[config.mk]
export PLATFORM = sky130hd
export DESIGN_NAME = button_conditioner
export DESIGN_NICKNAME = d
export VERILOG_FILES = /design/src/rtl/simon_pkg.sv /design/src/rtl/sync_2ff.sv /design/src/rtl/button_conditioner.sv
export SDC_FILE = /design/constraint.sdc
export NUM_CORES = 1
export LEC_CHECK = 0
export ABC_AREA = 1
export CAP_MARGIN = 20
export CORE_MARGIN = 1.5
export CORE_UTILIZATION = 45
export CTS_CLUSTER_DIAMETER = 30
export CTS_CLUSTER_SIZE = 24
export DETAILED_ROUTE_END_ITERATION = 16
export GPL_TIMING_DRIVEN = 0
export PLACE_DENSITY_LB_ADDON = 0.25
export SYNTH_ARGS = -nofsm -noshare
export SYNTH_HDL_FRONTEND = slang
export SYNTH_SLANG_ARGS = --single-unit
[constraint.sdc]
create_clock -name clk -period 1.3 [get_ports clk]
set_clock_uncertainty 0.1 [all_clocks]
set_input_delay 0.13 -clock clk [delete_from_list [all_inputs] [get_ports clk]]
set_output_delay 0.13 -clock clk [all_outputs]
set_load 0.01 [all_outputs]
[src/rtl/simon_pkg.sv]
// Shared definitions for the Simon Says datapath: colour codes, the
// button conditioner state encoding and the one-hot colour helpers.
package simon_pkg;

    localparam logic [1:0] COLOUR_0 = 2'd0;
    localparam logic [1:0] COLOUR_1 = 2'd1;
    localparam logic [1:0] COLOUR_2 = 2'd2;
    localparam logic [1:0] COLOUR_3 = 2'd3;

    localparam int NUM_BTN = 4;

    typedef enum logic [1:0] {
        ST_IDLE     = 2'd0,
        ST_PRESS_DB = 2'd1,
        ST_HELD     = 2'd2,
        ST_REL_DB   = 2'd3
    } btn_state_t;

    // Lowest set bit wins; callers only pass one-hot values, so the
    // priority only matters for keeping the function total.
    function automatic logic [1:0] onehot_to_colour(input logic [NUM_BTN-1:0] oh);
        logic [1:0] c;
        c = COLOUR_0;
        if (oh[3]) c = COLOUR_3;
        if (oh[2]) c = COLOUR_2;
        if (oh[1]) c = COLOUR_1;
        if (oh[0]) c = COLOUR_0;
        return c;
    endfunction

    // True when exactly one button is down.
    function automatic logic is_onehot(input logic [NUM_BTN-1:0] v);
        return (v != '0) && ((v & (v - 1'b1)) == '0);
    endfunction

endpackage

[src/rtl/sync_2ff.sv]
// Two-flop synchroniser for asynchronous level inputs, one chain per bit.
module sync_2ff #(
    parameter int WIDTH = 4
) (
    input  logic             clk,
    input  logic             rst,
    input  logic [WIDTH-1:0] d,
    output logic [WIDTH-1:0] q
);

    logic [WIDTH-1:0] meta;

    // First stage may go metastable; second stage gives it a cycle to settle.
    always_ff @(posedge clk) begin
        if (rst) begin
            meta <= '0;
            q    <= '0;
        end else begin
            meta <= d;
            q    <= meta;
        end
    end

endmodule

[src/rtl/button_conditioner.sv]
// Synchronises, debounces and chord-checks the four colour buttons and
// emits one pulse per confirmed press for the WAIT stage.
module button_conditioner
    import simon_pkg::*;
#(
    parameter int DEBOUNCE_CYCLES = 16,
    parameter int CNT_W           = 8
) (
    input  logic         clk,
    input  logic         rst,
    input  logic [3:0]   btn_raw,
    input  logic         en,
    output logic         press_valid,
    output logic [1:0]   press_colour,
    output logic         press_err,
    output logic         btn_busy
);

    localparam logic [CNT_W-1:0] CNT_LAST = CNT_W'(DEBOUNCE_CYCLES - 1);

    logic [3:0]       sync;
    btn_state_t       state_q, state_d;
    logic [3:0]       pat_q, pat_d;
    logic [CNT_W-1:0] cnt_q, cnt_d;
    logic             valid_d, err_d;
    logic [1:0]       colour_d;

    sync_2ff #(.WIDTH(4)) u_sync (
        .clk (clk),
        .rst (rst),
        .d   (btn_raw),
        .q   (sync)
    );

    // Next-state, debounce counter and pulse generation.
    always_comb begin
        state_d  = state_q;
        pat_d    = pat_q;
        cnt_d    = cnt_q;
        valid_d  = 1'b0;
        err_d    = 1'b0;
        colour_d = press_colour;
        case (state_q)
            ST_IDLE: begin
                if (sync != 4'd0) begin
                    pat_d   = sync;
                    cnt_d   = '0;
                    state_d = ST_PRESS_DB;
                end
            end
            ST_PRESS_DB: begin
                if (sync == 4'd0) begin
                    state_d = ST_IDLE;
                end else if (sync != pat_q) begin
                    // Pattern moved (bounce or a second finger): start over.
                    pat_d = sync;
                    cnt_d = '0;
                end else if (cnt_q == CNT_LAST) begin
                    state_d = ST_HELD;
                    // en is only looked at here, so a press confirmed while
                    // disabled is swallowed rather than reported late.
                    if (is_onehot(pat_q)) begin
                        valid_d  = en;
                        colour_d = onehot_to_colour(pat_q);
                    end else begin
                        err_d = en;
                    end
                end else begin
                    cnt_d = cnt_q + 1'b1;
                end
            end
            ST_HELD: begin
                if (sync == 4'd0) begin
                    cnt_d   = '0;
                    state_d = ST_REL_DB;
                end
            end
            ST_REL_DB: begin
                if (sync != 4'd0) begin
                    // Release was a glitch; back to held without a new pulse.
                    state_d = ST_HELD;
                end else if (cnt_q == CNT_LAST) begin
                    state_d = ST_IDLE;
                end else begin
                    cnt_d = cnt_q + 1'b1;
                end
            end
            default: state_d = ST_IDLE;
        endcase
    end

    // State, pattern, counter and registered outputs; reset beats a confirm.
    always_ff @(posedge clk) begin
        if (rst) begin
            state_q      <= ST_IDLE;
            pat_q        <= '0;
            cnt_q        <= '0;
            press_valid  <= 1'b0;
            press_err    <= 1'b0;
            press_colour <= COLOUR_0;
        end else begin
            state_q      <= state_d;
            pat_q        <= pat_d;
            cnt_q        <= cnt_d;
            press_valid  <= valid_d;
            press_err    <= err_d;
            press_colour <= colour_d;
        end
    end

    assign btn_busy = (state_q != ST_IDLE);

endmodule

==> reports/metrics.yaml <==
io_pins: 12
antenna_found_initial: 0
grt_pass1_wl_mm: 4.774
worstSetupPathType: "reg -> reg"
peakVddDrop_mv: 0.7217
p_int_mw: 1.441
post_drt_wl_per_cell_um: 10.17
tritoncts: "built"
fin_crit_sh_pct: 112.8
totalWireLength_mm: 2.696
cp_max_fo: 5
hold_path_class: "in -> reg"
clk-insertion-delay-late_ns: 0.32
dp_cells: 252
crit_chain: "ha_4 > nand3_4 > nor2_4 > nor2_1 > nor2_1 > nand3_1 > nor2_1 > nor2_1"
reg2reg_depth: 8
fmax_mhz: 681.6
fin_ws_ns: -0.1670
clock-root-buffer: "clkbuf_4"
rows: 19
ys_seq_elements: 26
clk_pin_slew_worst_paths_ns: 0.15
endpoint_kind: "flip-flop"
htree_levels: 1
hold_start: "rst"
holdBufCountCts: 0
grt_pass1_vias: 1124
pwr-share-comb_pct: 32.3
p_sw_mw: 0.7425
p_leak_nw: 0.8198
gr-total-overflow: 0
finalMaxSlewViolations: 0
crit_slowest_cell: "dfxtp_2"
grt_max_degree: 16
hold_viol: 0
layout_min_cycle_time_ns: 1.467
grt_setup_unrepaired: "yes"
syn-cell-area_um2: 1376
syn_inst: 211
dr.pass1.iters: 4
grt.total_usage_pct: 17.68
drc: 0
synth-seq-area-share_pct: 37.82
die_w_um: 58.31
antenna_cells: 0
worst-r2r-setup-slack_ns: -0.17
finalInstanceArea_um2: 1777
dpl_cell_area_um2: 1560
holdPathStages: 2
status: "finished with violations"
routed_via_density: 4.808
maxCapViolCount: 0
avgSynthCellArea_um2: 6.523
synth_cell_type_count: 24
pre_cts_slack_ns: -0.1496
die_area_um2: 3399
hpwl_mm: 1.802
swShare_pct: 34.01
reg2reg_from: "cnt_q[1]"
stdcell_count: 265
syn_to_final_growth_pct: 29.09
slew_headroom_pct: 75.79
whs_endpoint: "cnt_q[6]"
violations: "setup timing"
place.gp.congestion: 0.8032
cts_sinks: 26
drive_above_1_share_pct: 29.06
crit_path_max_incr_delay_ns: 0.39
required_ns: 1.44
power_frac_seq_pct: 41.7
start_util_pct: 48.65
worst_setup_path_start_kind: "flip-flop"
syn-num-nets: 219
drt_iter0_markers: 36
io_buffers: 10
worstPathArrival_ns: 1.61
fin_nets: 243
antenna_left: 0
die_h_um: 58.31
clockBufferDepth: 2
core_um2: 2829
vias: 1274
cp_common_cell: "nor2_1"
setup_violations: 18
power_density_nw_per_um2: 1229
cts_made_buffers: 3
yosys_warnings: 0
power_frac_clock_pct: 26.0
tightestPinTransition_ns: 0.3631
## how the worst max path moves through the flow
stage / start / end / cells after the start
floorplan: u_sync.q[3] / cnt_q[0] / 8
global placement: u_sync.q[3] / cnt_q[1] / 8
detailed placement: u_sync.q[2] / cnt_q[1] / 8
CTS: cnt_q[0] / flip-flop / 8
global route: cnt_q[1] / flip-flop / 9
finish: cnt_q[1] / flip-flop / 8
## worst max-delay path, delay by kind of cell, from the launching register on
kind	cells	cell delay, ns
flops	1	0.39
simple gates	7	0.74
fa+ha+maj	1	0.16
## through the flow
step | power (mW) | TNS [ns] | util [%] | hold slack, ns
finish | 2.183 | -1.881 | 62.80 | 0.04192
global placement | 1.498 | -1.872 | 55.15 | 0.2822
global route | 2.306 | -3.452 | 62.80 | 0.04359
detailed placement | 1.501 | -1.964 | 55.15 | 0.2853
floorplan | 1.378 | -0.07660 | - | 0.1370
CTS | 2.164 | -1.445 | 61.52 | 0.04125
## state kept, by name, indices dropped and copies added (netlist names), named ones only
| signal | flops |
|---|---|
| u_sync.meta | 4 |
| state_q | 1 |
| cnt_q | 8 |
| pat_q | 4 |
| press_err | 1 |
| press_valid | 1 |
| u_sync.q | 4 |
| press_colour | 2 |
## placed cells by master, fill, tap and decap left out, drive strengths merged
cell / count
o21bai: 1
nand3: 12
nand3b: 1
clkbuf: 5
clkdlybuf4s15: 1
buf: 9
bufinv: 1
inv: 36
nand2: 62
dfxtp: 26
nand4: 4
xor2: 1
a21oi: 8
clkdlybuf4s50: 5
clkinv: 1
ha: 1
o21ai: 10
nor2: 45
nor3: 1
dlygate4sd2: 4
## synth_stat cells (all sizes together)
cell type / instances / share of area, %
inv: 36 / 10
nand2: 62 / 20
ha: 1 / 0.91
clkinv: 1 / 0.27
clkbuf: 2 / 0.55
nand3: 12 / 4.4
dfxtp: 26 / 38
nor2: 44 / 15
buf: 1 / 0.55
nand4: 4 / 1.8
xor2: 1 / 0.64
o21ai: 10 / 3.6
nor3: 1 / 0.36
a21oi: 8 / 2.9
nand3b: 1 / 0.55
o21bai: 1 / 0.82
## power by group through the flow
stage,logic [mW],clock network [mW],registers (mW)
global route,0.791,0.597,0.918
detailed placement,0.576,0,0.925
global placement,0.574,0,0.924
CTS,0.680,0.579,0.906
floorplan,0.462,0,0.916
finish,0.705,0.567,0.911
## cell type report
| type | instances | area [um2] |
|---|---|---|
| Fill cell | 255 | 1052 |
| Sequential cell | 26 | 553.0 |
| Clock buffer | 3 | 22.52 |
| Clock inverter | 1 | 30.03 |
| Multi-Input combinational cell | 146 | 815.8 |
| Inverter | 37 | 141.4 |
| Tap cell | 31 | 38.79 |
| Buffer | 3 | 18.77 |
| Timing Repair Buffer | 18 | 156.4 |
## cells by family (layout without fill, tap and decap cells)
logic type | count (synthesis) | count (layout) | share of synthesized area (%)
and+or+nand+nor | 124 | 125 | 41.91
xor gates and xnor gates | 1 | 1 | 0.6365
DFF | 26 | 26 | 37.82
buffers and inverters | 40 | 62 | 11.36
AOI/OAI and AO/OA | 19 | 19 | 7.364
adders and majority gates | 1 | 1 | 0.9089
## timing repair
action                                  in CTS  in global routing
gates resized for setup                     36                  6
pin swaps                                    9                  3
endpoints found under the setup margin      21                 18
cloned                                       1                  0
setup buffers                                6                  2
## layer usage
layer | up-vias | GRT usage, % | wire (um)
met1 | 557 | 24.76 | 1345
met2 | 25 | 27.93 | 1207
li1 | 688 | - | -
met5 | - | 0 | 0
met3 | 4 | 2.637 | 120
met4 | 0 | 5.980 | 23
(Power assumes the default switching activity.)
